===== src/rtl/mem_arbiter.sv =====
// mem_arbiter: two-requester (core, host loader) arbiter in front of a
// single-port synchronous memory. Each granted transaction walks
// IDLE -> ACCESS -> CAPTURE -> ACK and the arbiter re-arbitrates on every
// return to IDLE.
// Build option: define MEM_ARB_ROUND_ROBIN_EN to alternate grants on
// simultaneous requests; left undefined, the host always wins a tie.
module mem_arbiter #(
  parameter int ADDR_W = 8,
  parameter int DATA_W = 8
) (
  input  logic              clk,
  input  logic              nreset,
  input  logic              core_req,
  input  logic              core_we,
  input  logic [ADDR_W-1:0] core_addr,
  input  logic [DATA_W-1:0] core_wdata,
  input  logic              host_req,
  input  logic              host_we,
  input  logic [ADDR_W-1:0] host_addr,
  input  logic [DATA_W-1:0] host_wdata,
  output logic              core_ack,
  output logic              host_ack,
  output logic [DATA_W-1:0] rdata,
  output logic              mem_en,
  output logic              mem_we,
  output logic [ADDR_W-1:0] mem_addr,
  output logic [DATA_W-1:0] mem_wdata,
  input  logic [DATA_W-1:0] mem_rdata,
  output logic              host_owns
);

  typedef enum logic [1:0] {
    IDLE    = 2'd0,
    ACCESS  = 2'd1,
    CAPTURE = 2'd2,
    ACK     = 2'd3
  } state_t;

  state_t              state_q, state_d;
  logic                owner_host_q;   // 1: host owns the transaction in flight
  logic                we_q;
  logic [ADDR_W-1:0]   addr_q;
  logic [DATA_W-1:0]   wdata_q;
  logic [DATA_W-1:0]   rdata_q;

  logic                grant;          // a request is accepted at this edge
  logic                grant_host;     // the accepted request is the host's
  logic                host_pref;      // host wins if both request together

`ifdef MEM_ARB_ROUND_ROBIN_EN
  logic last_host_q;                   // 1: most recent grant went to the host

  assign host_pref = ~last_host_q;

  // Remember who was granted last so a tie goes to the other requester.
  always_ff @(posedge clk) begin
    if (!nreset) begin
      last_host_q <= 1'b0;
    end else if (grant) begin
      last_host_q <= grant_host;
    end
  end
`else
  assign host_pref = 1'b1;
`endif

  // Next-state and arbitration: requests are only looked at in IDLE.
  always_comb begin
    state_d    = state_q;
    grant      = 1'b0;
    grant_host = 1'b0;
    case (state_q)
      IDLE: begin
        if (core_req || host_req) begin
          grant      = 1'b1;
          grant_host = host_req & (~core_req | host_pref);
          state_d    = ACCESS;
        end
      end
      ACCESS:  state_d = CAPTURE;
      CAPTURE: state_d = ACK;
      ACK:     state_d = IDLE;
      default: state_d = IDLE;
    endcase
  end

  // State register.
  always_ff @(posedge clk) begin
    if (!nreset) begin
      state_q <= IDLE;
    end else begin
      state_q <= state_d;
    end
  end

  // Snapshot the winner's request so later input changes cannot disturb it.
  always_ff @(posedge clk) begin
    if (!nreset) begin
      owner_host_q <= 1'b0;
      we_q         <= 1'b0;
      addr_q       <= '0;
      wdata_q      <= '0;
    end else if (grant) begin
      owner_host_q <= grant_host;
      we_q         <= grant_host ? host_we    : core_we;
      addr_q       <= grant_host ? host_addr  : core_addr;
      wdata_q      <= grant_host ? host_wdata : core_wdata;
    end
  end

  // Read data register: loads only at the end of a read's CAPTURE cycle.
  always_ff @(posedge clk) begin
    if (!nreset) begin
      rdata_q <= '0;
    end else if (state_q == CAPTURE && !we_q) begin
      rdata_q <= mem_rdata;
    end
  end

  // Moore outputs decoded from the state register.
  always_comb begin
    mem_en    = 1'b0;
    mem_we    = 1'b0;
    core_ack  = 1'b0;
    host_ack  = 1'b0;
    host_owns = 1'b0;
    case (state_q)
      ACCESS: begin
        mem_en    = 1'b1;
        mem_we    = we_q;
        host_owns = owner_host_q;
      end
      CAPTURE: begin
        host_owns = owner_host_q;
      end
      ACK: begin
        core_ack  = ~owner_host_q;
        host_ack  = owner_host_q;
        host_owns = owner_host_q;
      end
      default: begin
      end
    endcase
  end

  assign mem_addr  = addr_q;
  assign mem_wdata = wdata_q;
  assign rdata     = rdata_q;

endmodule


===== config.mk =====
export PLATFORM = sky130hd
export DESIGN_NAME = mem_arbiter
export DESIGN_NICKNAME = d
export VERILOG_FILES = /design/src/rtl/mem_arbiter.sv
export SDC_FILE = /design/constraint.sdc
export NUM_CORES = 1
export LEC_CHECK = 0
export CORE_ASPECT_RATIO = 0.9
export CORE_MARGIN = 3
export CORE_UTILIZATION = 38
export DETAILED_ROUTE_END_ITERATION = 12
export GPL_TIMING_DRIVEN = 0
export PLACE_DENSITY = 0.85
export SLEW_MARGIN = 20
export SYNTH_ARGS = -nofsm -noshare
export SYNTH_HDL_FRONTEND = slang
export SYNTH_SLANG_ARGS = --single-unit

===== constraint.sdc =====
create_clock -name clk -period 1.9 [get_ports clk]
set_clock_uncertainty 0.05 [all_clocks]
set_input_delay 0.285 -clock clk [delete_from_list [all_inputs] [get_ports clk]]
set_output_delay 0.285 -clock clk [all_outputs]
set_load 0.03 [all_outputs]

## Word-level counts from Yosys, hierarchy flattened

Index checks and enable logic that the tools add are counted.

| storage, ports and cells | value |
|---|---|
| flip-flop bits (word level) | 28 |
| input port bits | 46 |
| output and inout bits | 29 |
| logic and storage cells | 30 |

| operators by class | value |
|---|---|
| equality and inequality tests | 4 |
| muxes and demuxes | 14 |
| bitwise operators | 1 |
| reduce and logical (&&, ||, !) cells | 5 |

Operators with widths:

| cell | number |
|---|---|
| $mux W8 | 2 |
| $mux W1 | 10 |
| $pmux W2 S4 | 1 |
| $eq A2 B2 Y1 const B | 2 |
| $reduce_or A3 Y1 | 1 |
| $eq A2 B1 Y1 const B | 1 |
| $logic_not A2 Y1 | 1 |
| $mux W2 | 1 |
| $ne A2 B2 Y1 const B | 1 |
| $logic_and A1 B1 Y1 | 1 |
| $logic_not A1 Y1 | 1 |
| $logic_or A1 B1 Y1 | 1 |
| $not A1 Y1 | 1 |

## Logic depth before layout (Yosys ltp)

| depth | value |
|---|---|
| word-level depth | 4 |
| mapped depth | 7 |
| mapped depth without buffers | 5 |

## Least setup slack after synthesis

No wires, ideal clock.

| path | value |
|---|---|
| path kind | register -> output |
| start point | register state_q[1] |
| end point | output port mem_we |
| data arrival time | 1.086 ns |
| data required time | 1.565 ns |
| path slack | 0.479 ns |
| stages on the path, launching flop included | 4 |
| path buffers | 0 |
| cells stage by stage | dfxtp_1 inv_1 ha_1 and2_1 |

| between the ends | value |
|---|---|
| word-level cells in the longest chain between the ends | 2 |

RTL lines:

| element | line | RTL |
|---|---|---|
| start: declaration | 39 | `state_t state_q, state_d;` |
| start signal: assignment | 92 | `state_q <= state_d;` |
| $eq A2 B1 Y1 | 127 | `case (state_q)` |
| $mux W1 | 127 |  |
| end: declaration | 25 | `output logic mem_we,` |

Every way passes these cells.

## Worst setup path in the final report

Same ends and word-level chain as after synthesis.

==> metrics.md <==
| Metric | Value |
|---|---|
| Status | complete, no violations |
| CP Data Arrival Time | 1.49 ns |
| Nets | 242 |
| Fmax | 549 MHz |
| Post-Route WL | 3.52 mm |
| Number of synthesized flops with an enable pin | 0 |
| Die H | 62.5 µm |
| Fin worst setup slack | 0.0790 ns |
| Largest net degree at the start of global routing | 15 |
| Leakage | 0.788 nW |
| MaxCap Viol Count | 0 |
| Tmin final | 1.82 ns |
| I/O Pins | 75 |
| Critical path class | register to output pin |
| Synth top area share | 0.416 |
| Critical Path RT | 1.56 ns |
| Initial Util | 0.417 |
| Cts bufs inserted | 3 |
| Ant. Diodes | 0 |
| Routability congestion estimate | 0.749 |
| CTS H-tree lvls | 1 |
| Drc violations | 0 |
| Tot Pwr | 0.00239 W |
| Max-slew headroom | 0.773 |
| Power per Cell Area | 1100 nW/µm² |
| Post-synth top cells | dfxtp_1, nor2b_1, a22oi_2, o2bb2ai_2, mux2i_1 |
| Post-CTS Hold Buffers | 0 |
| DR WL/cell | 15.2 µm |
| CTS Sinks | 28 |
| Top_reg_cell synth | dfxtp_1 |
| Core Box Area | 3230 µm² |
| Area contributors post-synth | dfxtp_1, o2bb2ai_2, a22oi_2 |
| Hold Vio Cnt, Final | 0 |
| Critical Path Sink Type | output pin |
| CTS tree | done |
| Total gr overflow | 0 |
| Worst skew pair latency | 0.27 ns |
| Synth warn | 0 |
| Most frequent cell after synthesis | dfxtp_1 |
| Syn_nets | 163 |
| Dpl ws | 0.115 ns |
| Layout cells sized above 1 | 0.169 |
| Initial antenna violation count | 0 |
| Final instance area | 2180 µm² |
| Post-Syn Area | 1350 µm² |
| Final std cells w/o fill | 231 |
| Startpoint Class | register |
| CTS max path bufs | 2 |
| Worst-path clk slew | 0.09 ns |
| Post-synthesis register bit count | 28 |
| Setup Buffers After CTS | 0 |
| Tot GR Track Use | 0.177 |
| Final ANT Viol Nets | 0 |
| RSZ-0062 raised after global routing | no |
| Fillers | 266 |
| Die Span X | 68.8 µm |
| Port Buffers | 74 |
| Post-Route Setup TNS | 0 ns |
| Post-synthesis sequential area ratio | 0.416 |
| Synth cell types | 22 |
| Worst Path Max Fanout | 4 |
| Number of global-route vias before repair | 1249 |
| Root Buffer | clkbuf_8 |
| Die footprint | 4300 µm² |
| P&R area growth vs syn | 61.5% |
| Mean post-synth cell area | 12.0 µm² |
| Final slew viol count | 0 |
| Placed cell count | 228 |
| DR iter-0 viols | 35 |
| Fraction of registers with async set or reset after synthesis | 0 |
| Final Cycle Share | 0.958 |
| Worst hold path class | register to register |
| VDD IR max | 0.797 mV |
| DRT Pass-1 Iters | 4 |
| Setup Viol. Count Final | 0 |
| Vias per cell | 5.01 |
| Worst slew pin tran | 0.341 ns |
| Row count | 19 |
| Placed cell areas | 2140 µm² |
| Placed wire-length estimate | 2.76 mm |
| Cell taking the most area after synthesis | dfxtp_1 |
| First-pass GRT wire length | 5.87 mm |
| DR vias | 1158 |
| Gate Count Post-Synth | 112 |
-- per-layer routing --
layer	GRT usage	part of all wire	vias up
met4	0.0584	0.019	0
li1	-	-	570
met1	0.210	0.41	532
met5	0	0	-
met3	0.0522	0.089	6
met2	0.296	0.49	50
-- timing repair --
item / in CTS / in global routing
gates resized for setup: 5 / 1
endpoints found under the setup margin: 5 / 1
pin swaps: 0 / 0
-- path summary, 6_finish.rpt --
| path | from | endpoint | slack (ns) | cells past startpoint |
|---|---|---|---|---|
| max reg2reg | state_q[0] | we_q | 0.27 | 5 |
| min | mem_wdata[6] | mem_wdata[6] | 0.42 | 1 |
| max | state_q[1] | mem_we | 0.08 | 4 |
| min reg2reg | mem_wdata[6] | mem_wdata[6] | 0.42 | 1 |
-- stage by stage --
step | util | hold WS [ns]
2_1_floorplan | - | 0.363
3_3_place_gp | 0.663 | 0.395
3_5_place_dp | 0.663 | 0.400
4_1_cts | 0.673 | 0.428
5_1_grt | 0.674 | 0.436
6_report | 0.674 | 0.421
-- logic make-up after synthesis --
family          count (synthesis)  synth area share
compound gates                 38             0.305
flops                          28             0.416
simple gates                   21            0.0956
buf+inv                        11            0.0705
mux                             9            0.0668
fa+ha+maj                       5            0.0464
-- worst max-delay path, cell delays in order, from the launching register on --
cell           delay (ns)
dfxtp_1              0.40
inv_1                0.11
ha_1                 0.20
and2_1               0.15
dlygate4sd2_1        0.35
-- registers in the layout, indices dropped and copies added (netlist names) --
register,flops
mem_wdata,8
mem_addr,8
owner_host_q,1
state_q,2
rdata,8
we_q,1
-- where the power goes --
part | switching, W | internal (W) | leakage (nW) | total (W)
Clock | 0.000171 | 0.000142 | 0.0216 | 0.000314
Sequential | 0.000108 | 0.000739 | 0.230 | 0.000846
Combinational | 0.000665 | 0.000562 | 0.537 | 0.00123
Total | 0.000944 | 0.00144 | 0.788 | 0.00239
-- placed cells by master, fill, tap and decap left out, types with 2 or more instances in the layout --
cell | netlist | final
ha_1 | 5 | 5
a22oi_2 | 10 | 10
buf_2 | 3 | 3
mux2i_1 | 9 | 9
o2bb2ai_2 | 10 | 10
clkdlybuf4s50_1 | 0 | 69
inv_1 | 2 | 2
buf_6 | 3 | 3
and2_1 | 3 | 3
a22oi_1 | 8 | 8
clkbuf_8 | 0 | 3
nor2b_1 | 13 | 13
o2bb2ai_1 | 7 | 7
dfxtp_1 | 28 | 28
dlygate4sd2_1 | 0 | 4
nand2_1 | 2 | 2
-- area by class of cell --
cell class                      count  area [µm²]  share of cell area
Clock buffer                        3        41.3              0.0190
Sequential cell                    28         561               0.257
Multi-Input combinational cell     73         693               0.318
Tap cell                           42        52.6              0.0241
Buffer                              9        87.6              0.0402
Inverter                            2        7.51             0.00345
Timing Repair Buffer               74         736               0.338
(Power assumes the default switching activity.)
